===== src/rtl/seq_shift_register.sv =====
// rtl/seq_shift_register.sv - accumulator/shift unit with serial multi-bit shifts and start/busy/done handshake
module seq_shift_register #(
  parameter int DATA_WIDTH  = 16,
  parameter int SHAMT_WIDTH = 5
) (
  input  logic                   clk,
  input  logic                   rst_n,
  input  logic                   start,
  input  logic [3:0]             op,
  input  logic [SHAMT_WIDTH-1:0] amt,
  input  logic [DATA_WIDTH-1:0]  in,
  input  logic                   ir,
  input  logic                   il,
  output logic [DATA_WIDTH-1:0]  out,
  output logic                   busy,
  output logic                   done,
  output logic                   zero,
  output logic                   neg,
  output logic                   carry
);

  localparam logic [3:0] OP_CLR = 4'd1;
  localparam logic [3:0] OP_LD  = 4'd2;
  localparam logic [3:0] OP_INC = 4'd3;
  localparam logic [3:0] OP_DEC = 4'd4;
  localparam logic [3:0] OP_SHL = 4'd5;
  localparam logic [3:0] OP_SHR = 4'd6;
  localparam logic [3:0] OP_SAR = 4'd7;
  localparam logic [3:0] OP_ROL = 4'd8;
  localparam logic [3:0] OP_ROR = 4'd9;

  typedef enum logic {IDLE, SHIFT} state_t;

  state_t                 state;
  logic [3:0]             op_q;
  logic [SHAMT_WIDTH-1:0] cnt;
  logic [DATA_WIDTH-1:0]  step_out;
  logic                   step_carry;
  logic                   is_shift;

  assign zero     = (out == '0);
  assign neg      = out[DATA_WIDTH-1];
  assign is_shift = (op >= OP_SHL) && (op <= OP_ROR);

  // One-bit step of the latched shift op; fills are sampled live on each edge.
  always_comb begin
    step_out   = out;
    step_carry = 1'b0;
    case (op_q)
      OP_SHL: begin step_out = {out[DATA_WIDTH-2:0], il};              step_carry = out[DATA_WIDTH-1]; end
      OP_SHR: begin step_out = {ir, out[DATA_WIDTH-1:1]};              step_carry = out[0];            end
      OP_SAR: begin step_out = {out[DATA_WIDTH-1], out[DATA_WIDTH-1:1]}; step_carry = out[0];          end
      OP_ROL: begin step_out = {out[DATA_WIDTH-2:0], out[DATA_WIDTH-1]}; step_carry = out[DATA_WIDTH-1]; end
      OP_ROR: begin step_out = {out[0], out[DATA_WIDTH-1:1]};          step_carry = out[0];            end
      default: begin step_out = out; step_carry = 1'b0; end
    endcase
  end

  always_ff @(posedge clk or negedge rst_n) begin
    if (!rst_n) begin
      state <= IDLE;
      op_q  <= '0;
      cnt   <= '0;
      out   <= '0;
      busy  <= 1'b0;
      done  <= 1'b0;
      carry <= 1'b0;
    end else begin
      done <= 1'b0;
      case (state)
        IDLE: begin
          if (start) begin
            if (is_shift && amt != '0) begin
              state <= SHIFT;
              op_q  <= op;
              cnt   <= amt;
              busy  <= 1'b1;
            end else begin
              done <= 1'b1;
              case (op)
                OP_CLR: begin out <= '0; carry <= 1'b0; end
                OP_LD:  begin out <= in; carry <= 1'b0; end
                OP_INC: begin out <= out + 1'b1; carry <= &out; end
                OP_DEC: begin out <= out - 1'b1; carry <= (out == '0); end
                OP_SHL, OP_SHR, OP_SAR, OP_ROL, OP_ROR: carry <= 1'b0;
                default: ;
              endcase
            end
          end
        end
        SHIFT: begin
          out   <= step_out;
          carry <= step_carry;
          cnt   <= cnt - 1'b1;
          if (cnt == SHAMT_WIDTH'(1)) begin
            state <= IDLE;
            busy  <= 1'b0;
            done  <= 1'b1;
          end
        end
        default: state <= IDLE;
      endcase
    end
  end

endmodule


===== config.mk =====
export PLATFORM = sky130hd
export DESIGN_NAME = seq_shift_register
export DESIGN_NICKNAME = d
export VERILOG_FILES = /design/src/rtl/seq_shift_register.sv
export SDC_FILE = /design/constraint.sdc
export NUM_CORES = 1
export LEC_CHECK = 0
export BUFFER_PORTS_ARGS = -buffer_cell sky130_fd_sc_hd__buf_2
export CAP_MARGIN = 15
export CORE_MARGIN = 4
export CORE_UTILIZATION = 52
export CTS_CLUSTER_SIZE = 40
export DETAILED_ROUTE_END_ITERATION = 12
export PLACE_DENSITY = 0.77
export SLEW_MARGIN = 5
export SYNTH_ARGS = -nofsm -noshare
export SYNTH_HDL_FRONTEND = slang
export SYNTH_SLANG_ARGS = --single-unit

===== constraint.sdc =====
create_clock -name clk -period 4 [get_ports clk]
set_input_delay 0 -clock clk [delete_from_list [all_inputs] [get_ports clk]]
set_output_delay 0 -clock clk [all_outputs]
set_load 0.03 [all_outputs]

Word level (Yosys, flattened, before mapping)
Index checks and enable logic that the tools add are counted.
{"block": "classes", "add_sub_neg": 3, "magnitude_cmp": 2, "eq_ne": 24, "n_mux": 25, "bitwise": 1, "reduce_logical": 14}
{"cell": "$pmux W16 S5", "count": 1}
{"cell": "$pmux W16 S4", "count": 1}
{"cell": "$mux W16", "count": 2}
{"cell": "$pmux W16 S2", "count": 1}
{"cell": "$eq A4 B3 Y1 const B", "count": 7}
{"cell": "$add A16 B1 Y16 const B", "count": 1}
{"cell": "$eq A4 B4 Y1 const B", "count": 4}
{"cell": "$logic_not A16 Y1", "count": 1}
{"cell": "$reduce_and A16 Y1", "count": 1}
{"cell": "$sub A16 B1 Y16 const B", "count": 1}
{"cell": "$mux W1", "count": 11}
{"cell": "$mux W5", "count": 2}
{"cell": "$ne A5 B1 Y1 const B", "count": 2}
{"cell": "$pmux W1 S2", "count": 5}
{"cell": "$pmux W5 S2", "count": 1}
{"cell": "$reduce_and A3 Y1", "count": 3}
{"cell": "$eq A4 B2 Y1 const B", "count": 2}
{"cell": "$ne A2 B2 Y1 const B", "count": 4}
{"cell": "$reduce_or A7 Y1", "count": 1}
{"cell": "$ne A6 B1 Y1 const B", "count": 1}
{"cell": "$eq A5 B1 Y1 const B", "count": 1}
{"cell": "$reduce_and A5 Y1", "count": 1}
{"cell": "$reduce_bool A5 Y1", "count": 1}
{"cell": "$sub A5 B1 Y5 const B", "count": 1}
{"cell": "other kinds (12)", "count": 13}
{"block": "totals", "ff_bits": 29, "in_bits": 30, "output_inout_bits": 21, "wordCells": 77}

Logic depth before layout (Yosys ltp)
Gate-level depths: netlist (run 1).
{"block": "logic_depth", "ltp_word": 6, "ltp_mapped": 13, "ltp_nobuf": 10}

Least setup slack after synthesis (run 1)
Ideal clock, no wire load.
{"block": "synth_timing", "path_kind": "register to register", "startpoint": "register out[4]", "endpoint": "register carry", "setup_ps": 83, "arrival_ps": 2691, "t_required_ps": 3917, "path_slack_ps": 1227, "path_stages_with_launch": 8, "n_path_buf": 1, "period_less_slack_ps": 2773, "path_cell_list": "dfrtp_1 > buf_2 > nor4_1 > nand4_1 > nor4_1 > a21o_1 > mux2i_1 > o21ai_0"}
{"block": "synth_via", "elab_chain_cells": 5, "elab_cells_between_ends": 6, "cone_classes": "mux (4); reduce/logical (2)"}
{"item": "start: declaration", "line": "14", "text": "output logic [DATA_WIDTH-1:0] out,"}
{"item": "start signal: assignment", "line": "83", "text": "OP_INC: begin out <= out + 1'b1; carry <= &out; end"}
{"item": "start signal: assignment", "line": "84", "text": "OP_DEC: begin out <= out - 1'b1; carry <= (out == '0); end"}
{"item": "start signal: assignment", "line": "92", "text": "out <= step_out;"}
{"item": "$logic_not A16 Y1"}
{"item": "net zero", "line": "17", "text": "output logic zero,"}
{"item": "$pmux W1 S3", "line": "80", "text": "case (op)"}
{"item": "$mux W1", "line": "73", "text": "if (is_shift && amt != '0) begin"}
{"item": "$mux W1", "line": "72", "text": "if (start) begin"}
{"item": "$pmux W1 S2", "line": "70", "text": "case (state)"}
{"item": "end signal: assignment", "line": "83"}
{"item": "end signal: assignment", "line": "84"}
{"item": "end signal: assignment", "line": "93", "text": "carry <= step_carry;"}
{"item": "end: declaration", "line": "19", "text": "output logic carry"}
The timed path passes the listed nets, and every way through them passes these cells. The select of a mux whose other input is x is not followed.
A chain may end at the register's enable or synchronous reset.

Worst setup path in the final report (run 1)
{"block": "layout_timing", "startpoint": "input op[0]", "endpoint": "register out[4]"}
{"block": "layout_via", "elab_chain_cells": 5, "elab_cells_between_ends": 15, "cone_classes": "order compare (2); eq/ne (6); mux (4); reduce/logical (3)"}
{"item": "start: declaration", "line": "9", "text": "input logic [3:0] op,"}
{"item": "$ge A4 B3 Y1, or another cell as far along", "line": "43", "text": "assign is_shift = (op >= OP_SHL) && (op <= OP_ROR);"}
{"item": "$logic_and A1 B1 Y1 / $pmux W16 S4 (equally long branches)", "line": "43, 80"}
{"item": "$logic_and A1 B1 Y1 / $mux W16 (equally long branches)", "line": "73"}
{"item": "$ne A2 B2 Y1 (no source line) / $mux W16 (equally long branches)"}
{"item": "$reduce_and A4 Y1 (no source line) / $pmux W16 S2 (equally long branches)"}
Parallel ways exist; a longest one is shown, timed or not. The select of a mux whose other input is x is not followed.

==> results.txt, run 1 <==
Counting distinct cell types in the post-synthesis netlist gives 61. The initial utilization of the core area, before any placement, comes to 55.0%. CTS saw 29 sinks. The finished cells cover 3030 um2.

The first-pass GRT wire length is 12900 um. The peak supply drop came out at 418 uV. The post-synthesis register bit count is 29.

The number of clock buffers added by TritonCTS is 5. Along the worst path, the maximum fanout reaches 21. The weighted congestion at the end of routability-driven global placement came out at 0.975.

The later pin in the worst-skew pair is clocked with a latency of 0.29 ns. The maximum buffer depth of the clock tree is 2. The cell area that synthesis handed to floorplanning was 2650 um2. The clock tree from TritonCTS is done. In this run, post-CTS repair resized a total of 0 instances. The highest clock frequency the design can meet is 376 MHz. The critical path endpoint category is a register.

The Yosys step of the flow raised 0 warnings. The first detailed-routing pass took 7 iterations. The share of synthesized area occupied by flip-flops and latches is 27.4%.

The final worst clock skew is 0.00853 ns. The maximum number of pins on one net before global-route repair is 30. The layout overhead on the synthesized area is 14.3%. The y dimension of the die is 79.4 um.

The kind of start point of the critical path is an input port. In this run the mean area of a mapped cell was 7.91 um2. The total number of placement rows came out at 25.

Setup repair after global routing left no endpoint under its margin. In the layout the commonest cells are sky130_fd_sc_hd__buf_2, sky130_fd_sc_hd__nand2_1, sky130_fd_sc_hd__a21oi_1, sky130_fd_sc_hd__dfrtp_1. The number of buffers and inverters on the critical path is 2. The library cell used most frequently in the layout, excluding fill and tap cells, is sky130_fd_sc_hd__buf_2.

The standby leakage power is 1.36 nW. Across every metal layer, demand over resource in global routing totals 25.8%. The I/O pin count is 51. The cell area after placement came out at 2890 um2. The repair_antennas step left the layout with diodes totalling 0. In the final routed layout, each cell accounts on average for 17.7 um. The kind of cell with the highest combined delay along the critical path is simple AND/OR/NAND/NOR gates. The detailed-route DRC error count came out at 0. The die outline width is 79.4 um.

The summed negative setup slack over all endpoints came out at 0 ns. The count of nets after finishing came out at 403. Counting flops with an async set or reset pin after synthesis yields a share of 100%. The first-iteration detailed-routing DRC count came out at 233. Traced cell by cell, the critical path runs through buf_2 -> or4b_1 -> inv_2 -> xnor2_1 -> ha_1 -> nor2_1 -> nand2_1 -> nor3_1 -> a41oi_1 -> a31o_2 -> a32o_1. The type of the worst setup path is input port to register. The max-slew violation count came out at 0. The count of buffers from port buffering came out at 50. The count of H-tree levels built during CTS came out at 2. The post-CTS setup buffer count came out at 0.

The slew of the pin with the lowest slew margin is 0.903 ns. The net count of the mapped netlist is 369. The routed layout has 2785 vias.

Among all flip-flop cells after synthesis, the most frequent one is sky130_fd_sc_hd__dfrtp_1. The data required time at the worst endpoint is 4.17 ns. Measured against its own limit, the worst slew margin works out to 39.8%. The count of antenna-violating nets left after detailed routing is 0.

In the routed layout, each cell is associated on average with a via count of 6.37. At the end of the flow the core is filled with cells to 62.9%. The final layout contains routed wiring with a total length of 7750 um. The cell count after synthesis came out at 335. The number of max-cap violations came out at 0.

For this run the aggregate overflow at the end of global routing stands at 0. The final-layout worst hold slack came out at 0.0202 ns. Once placement completed, the tool counted placed cells totaling 427. The peak per-stage delay on the critical path is 0.77 ns. Detailed placement ended at an HPWL of 5400 um. The clock period minus worst slack came out at 2.66 ns. The type of the worst min-delay path is input port to register. Setup slack on the worst reg-to-reg path comes out at 1.59 ns. Power spread over the standard cell area amounts to 817 nW/um2.

The die covers 6310 um2. The via count of the first global-routing pass came out at 2694. The data arrival time at the worst-slack endpoint is 2.83 ns. The share of the clock period used by the worst path is 66.6%. The count of placed standard cells in the final layout, fillers left out is 437. The critical path's slowest cell is sky130_fd_sc_hd__or4b_1. The proportion of layout cells with a drive suffix above 1 came out at 20.8%. The filler cells instantiated in the layout total 475. In this run the clock root is driven by a sky130_fd_sc_hd__clkbuf_8.

The number of antenna violations at the first check in global routing is 0. The run finished with clean final reports. The final setup violation count came out at 0. The total area inside the core boundary comes to 4820 um2. The final-report hold violation count is 0. The number of enable-type register cells in the synthesized netlist is 0. Clock-pin slew was measured on the worst setup and hold paths at 0.07 ns.

Buffers inserted to repair hold after CTS numbered 2.
-- cells in the mapped netlist, types with 3 or more instances --
| master | n | area share [%] |
|---|---|---|
| sky130_fd_sc_hd__clkbuf_1 | 20 | 2.8 |
| sky130_fd_sc_hd__nand4_1 | 5 | 1.2 |
| sky130_fd_sc_hd__o21a_1 | 4 | 1.1 |
| sky130_fd_sc_hd__nand2b_1 | 3 | 0.71 |
| sky130_fd_sc_hd__nor2b_1 | 3 | 0.71 |
| sky130_fd_sc_hd__nor3_1 | 10 | 1.9 |
| sky130_fd_sc_hd__dfrtp_1 | 29 | 27 |
| sky130_fd_sc_hd__a22o_1 | 3 | 0.99 |
| sky130_fd_sc_hd__nor2_1 | 19 | 2.7 |
| sky130_fd_sc_hd__mux2i_1 | 24 | 9.1 |
| sky130_fd_sc_hd__and4_1 | 3 | 0.99 |
| sky130_fd_sc_hd__nand3_1 | 8 | 1.5 |
| sky130_fd_sc_hd__o31ai_1 | 8 | 2.3 |
| sky130_fd_sc_hd__a2bb2oi_1 | 4 | 1.3 |
| sky130_fd_sc_hd__mux2_2 | 3 | 1.3 |
| sky130_fd_sc_hd__a31oi_1 | 7 | 1.7 |
| sky130_fd_sc_hd__a32o_1 | 6 | 2.3 |
| sky130_fd_sc_hd__xor2_1 | 3 | 0.99 |
| sky130_fd_sc_hd__nand2_1 | 35 | 5.0 |
| sky130_fd_sc_hd__buf_2 | 7 | 1.3 |
| sky130_fd_sc_hd__xnor2_1 | 7 | 2.3 |
| sky130_fd_sc_hd__a31o_2 | 6 | 2.0 |
| sky130_fd_sc_hd__inv_1 | 8 | 1.1 |
| sky130_fd_sc_hd__or3_1 | 4 | 0.94 |
| sky130_fd_sc_hd__ha_1 | 4 | 1.9 |
| sky130_fd_sc_hd__a21oi_1 | 32 | 6.0 |
| sky130_fd_sc_hd__o21ai_0 | 24 | 4.5 |
| sky130_fd_sc_hd__nor4_1 | 3 | 0.71 |
-- layer usage --
layer	global-route usage (%)	vias up	share of wire [%]
met5	0	-	0
met4	10.7	0	2.1
met3	4.63	17	6.5
met2	43.0	115	48
met1	32.7	1323	43
li1	-	1330	-
-- area by class of cell --
type	instances	area [um2]	share of cell area [%]
timing repair buffer	57	308	10.2
tap	67	83.8	2.77
sequential	29	726	24.0
clock buffer	6	82.6	2.73
inverter	10	37.5	1.24
clock inverter	2	37.5	1.24
multi-input combinational	266	1750	57.9
-- cell families after synthesis --
group                    after synthesis  share of synthesized area, %
AND/OR/NAND/NOR                      105                          19.9
flip-flops                            29                          27.4
multiplexers                          27                          10.3
XOR/XNOR                              10                          3.30
adder cells (fa/ha/maj)                4                          1.89
AO/OA/AOI/OAI                        120                          30.5
buffers and inverters                 40                          6.70
-- registers in the layout (all words and copies together) (netlist names) --
signal / cells
carry: 1
out: 16
cnt: 5
done: 1
state: 1
busy: 1
op_q: 4
-- worst register-to-register path, delay by kind of cell (launching register included) --
kind             cells  cell delay [ns]
flip-flops           1             0.54
AO/OA/AOI/OAI        3             1.23
multiplexers         1             0.29
AND/OR/NAND/NOR      2             0.23
-- per-stage QoR --
stage               total power, mW  worst slack [ns]
finish                         2.48              1.34
global placement               2.08              1.23
floorplan                      1.78              1.23
global route                   2.67              1.15
detailed placement             2.13              1.11
CTS                            2.47              1.40
-- power by group --
group | internal, mW | switching (mW) | total (mW)
clock | 0.202 | 0.124 | 0.327
sequential | 0.432 | 0.323 | 0.755
combinational | 0.586 | 0.807 | 1.39
total | 1.22 | 1.25 | 2.48
-- final timing paths --
path,depth (start not counted),start,endpoint
worst min register to register,2,busy,busy
worst min-delay path,3,amt[4],cnt[4]
worst max register to register,6,op_q[1],out[6]
max in group asynchronous,2,rst_n,out[13]
min in group asynchronous,2,rst_n,cnt[0]
worst max-delay path,11,op[0],out[4]
No activity file was read; power rests on OpenSTA's default activity.
==> run 2, diff against run 1 <==
==> constraint.sdc (replaced) <==
create_clock -name clk -period 2.6 [get_ports clk]
set_input_delay 0 -clock clk [delete_from_list [all_inputs] [get_ports clk]]
set_output_delay 0 -clock clk [all_outputs]
set_load 0.03 [all_outputs]
==> run 2 against run 1 <==
- worst hold slack gained 0.0057 ns
- first-iteration DRC count unchanged
- sequential cell count unchanged
- via count decreased by 2.0%
- power is 52% higher
- clock skew barely moved
- sequential share of layout area down 0.22 points
- die area is the same
- worst setup slack lost 0.97 ns
- count of clock-buffer cells in the layout decreased by 1
- largest cell class unchanged
- non-clock buffer count increased by 5
- combinational power up 56%
==> results.txt, run 2 (same netlist as run 1, synthesis figures left out) <==
The launch point of the worst reg-to-reg path is out[3] (was op_q[1]). The core region area came out at 4820 um2 (unchanged). The total number of placement rows is 25 (unchanged). The summed negative setup slack over all endpoints came out at 0 ns (unchanged). The summed area of non-filler cells in the final layout is 3060 um2 (was 3030 um2).

The worst reg-to-reg path cell count is 6 (unchanged). The end of the worst register-to-register path was out[9] (was out[6]). The highest clock frequency the design can meet is 447 MHz. The layout overhead on the synthesized area is 15.3% (was 14.3%). The weighted congestion at the end of routability-driven global placement came out at 0.892 (was 0.975). The kind of start point of the critical path was a register (was input port). The type of the worst min-delay path is input port to register (unchanged). Outcome: finished clean (unchanged). The quantity of gates resized following cts came to 0 (unchanged).

The clock net sink count came out at 29 (unchanged). The critical path capture point was out[9] (was out[4]). The insertion delay of the later-clocked pin in the worst-skew pair is 0.28 ns (was 0.29 ns). The post-CTS setup buffer count is 0 (unchanged). The clock buffer count from CTS is 5 (unchanged). The via count of the first global-routing pass was 2554 (was 2694). Top library cells by usage in the layout, fill and taps aside: sky130_fd_sc_hd__buf_2, sky130_fd_sc_hd__nand2_1, sky130_fd_sc_hd__a21oi_1, sky130_fd_sc_hd__dfrtp_1 (unchanged). The maximum buffer depth of the clock tree is 2 (unchanged). The routed via count divided by cell count is 6.19 (was 6.37).

The count of antenna-violating nets left after detailed routing is 0 (unchanged). The final-layout worst hold slack is 0.0259 ns (was 0.0202 ns). The data arrival time at the worst-slack endpoint is 2.43 ns (was 2.83 ns). Setup repair after global routing missed its margin: false (unchanged). The slew of the pin with the lowest slew margin came out at 0.707 ns (was 0.903 ns). The setup slack of the most critical reg-to-reg path came out at 0.37 ns (was 1.59 ns). The detailed placement HPWL came out at 5120 um (was 5400 um). The remaining global-route overflow came out at 0 (unchanged). The final-report hold violation count was 0 (unchanged).

The first-iteration detailed-routing DRC count came to 233 (unchanged). The first-pass GRT wire length is 12400 um (was 12900 um). The flip-flop count of the largest register, all copies and words added came out at 16 (unchanged). The data required time at the worst endpoint came out at 2.79 ns (was 4.17 ns). The most frequent standard cell in the layout excluding fill and tap cells is sky130_fd_sc_hd__buf_2 (unchanged). The count of H-tree levels built during CTS is 2 (unchanged). The max-slew violation count is 0 (unchanged).

The number of antenna violations at the first check in global routing came out at 0 (unchanged). The maximum number of pins on one net before global-route repair was 30 (unchanged). The count of nets after finishing came out at 408 (was 403). The highest metal layer used by the detailed router is met4 (unchanged).

The final setup violation count came to 0 (unchanged). The power per unit of standard cell area was 1230 nW/um2 (was 817 nW/um2). The number of detailed-route iterations in the first pass was 4 (was 7). The proportion of layout cells with a drive suffix above 1 is 21.9% (was 20.8%). Registers with the most flip-flops: out: 16 flops, cnt: 5 flops, op_q: 4 flops (unchanged). The count of buffers from port buffering came out at 50 (unchanged).

The y dimension of the die came out at 79.4 um (unchanged). The die outline width is 79.4 um (unchanged). The total power consumption of the routed design is 3.75 mW (was 2.48 mW). The routed length on met3 came out at 490 um (was 503 um). The normalized max-slew margin is 52.9% (was 39.8%).

Dividing the final minimum period by the clock period gives 86.0%. The detailed-route wire length per cell is 16.9 um (was 17.7 um). The routed length on met2 is 3520 um (was 3750 um).

The initial cell density of the core came out at 55.0% (unchanged). The standby leakage power is 1.38 nW (was 1.36 nW). The peak supply drop was 592 uV (was 418 uV). The post-route met1 wirelength came out at 3320 um (was 3330 um).

The critical path endpoint category is a register (unchanged). The launch point of the worst path is out[3] (was op[0]). The cell at the root of the clock tree is sky130_fd_sc_hd__clkbuf_8 (unchanged). The number of max-cap violations was 0 (unchanged). The detailed-route DRC error count is 0 (unchanged). The clock slew seen by the registers of the worst setup and hold paths came to 0.07 ns (about the same).

The type of the worst setup path is register to register (was input port to register). The register with the most flip-flops is out (unchanged). The routed wire length is 7450 um (was 7750 um). The total number of vias came out at 2728 (was 2785). The final worst clock skew is 0.00857 ns (was 0.00853 ns). The number of diodes added for antenna fixing came out at 0 (unchanged). The die footprint came out at 6310 um2 (unchanged). The I/O pin count was 51 (unchanged). The top fanout value on the critical path came out at 13 (was 21). The clock tree from TritonCTS is done (unchanged).

The cell area after placement is 2930 um2 (was 2890 um2). The clock period could shrink to 2.23 ns. The overall routing resource usage is 24.6% (was 25.8%).
run 2: changes by cell type in the layout (fill, tap and decap cells not counted):
cell,delta
sky130_fd_sc_hd__buf_4,+5
sky130_fd_sc_hd__clkbuf_8,-1
sky130_fd_sc_hd__clkinv_2,+1
sky130_fd_sc_hd__nor4_2,+1
sky130_fd_sc_hd__nor4_1,-1
sky130_fd_sc_hd__clkinvlp_4,-1
run 2: cell type report:
| cell class | instances | area, um2 |
|---|---|---|
| repair buffers | 62 | 345 |
| inverters | 10 | 37.5 |
| fillers | 438 | 1760 |
| clock buffers | 5 | 68.8 |
| flip-flops and latches | 29 | 726 |
| multi-input cells | 266 | 1760 |
| well taps | 67 | 83.8 |
| clock inverters | 2 | 35.0 |
run 2: worst min path at each step:
stage          startpoint     end  slack [ns]  cells after the start
2_1_floorplan       rst_n    busy       -0.30                      0
3_3_place_gp        rst_n  cnt[0]        0.09                      1
3_5_place_dp        rst_n  cnt[0]        0.09                      1
4_1_cts            amt[4]  cnt[4]        0.02                      3
5_1_grt            amt[1]  cnt[1]        0.04                      3
6_report           amt[4]  cnt[4]        0.03                      3
run 2: timing repair:
action,in CTS,in global routing
hold endpoints to repair,30,0
hold buffers,2,0
endpoints found under the setup margin,0,0
run 2: worst max-delay path, stage by stage, from the launching register on:
cell,delay (ns)
sky130_fd_sc_hd__dfrtp_1,0.52
sky130_fd_sc_hd__or4_1,0.57
sky130_fd_sc_hd__or3_1,0.34
sky130_fd_sc_hd__nor3_1,0.25
sky130_fd_sc_hd__or3_1,0.15
sky130_fd_sc_hd__a21oi_1,0.06
sky130_fd_sc_hd__a311oi_1,0.26
run 2: layer usage:
| layer | vias to the layer above | global-route usage, % |
|---|---|---|
| met5 | - | 0 |
| met4 | 0 | 7.39 |
| met3 | 12 | 4.40 |
| met2 | 93 | 39.4 |
| met1 | 1287 | 33.9 |
| li1 | 1336 | - |
run 2: where the power goes:
group / switching, mW / total, mW / leakage (nW) / internal, mW
Sequential: 0.456 / 1.12 / 0.356 / 0.667
Clock: 0.183 / 0.461 / 0.0540 / 0.278
Combinational: 1.25 / 2.17 / 0.967 / 0.921
Total: 1.89 / 3.75 / 1.38 / 1.87
run 2: per-stage QoR:
step | std cells | utilization [%] | setup slack (ns)
after floorplan | 335 | - | 0.197
after global placement | 432 | 60.9 | 0.368
after detailed placement | 432 | 60.9 | 0.302
after CTS | 441 | 63.5 | 0.380
after global routing | 441 | 63.5 | 0.203
final | 441 | 63.5 | 0.365
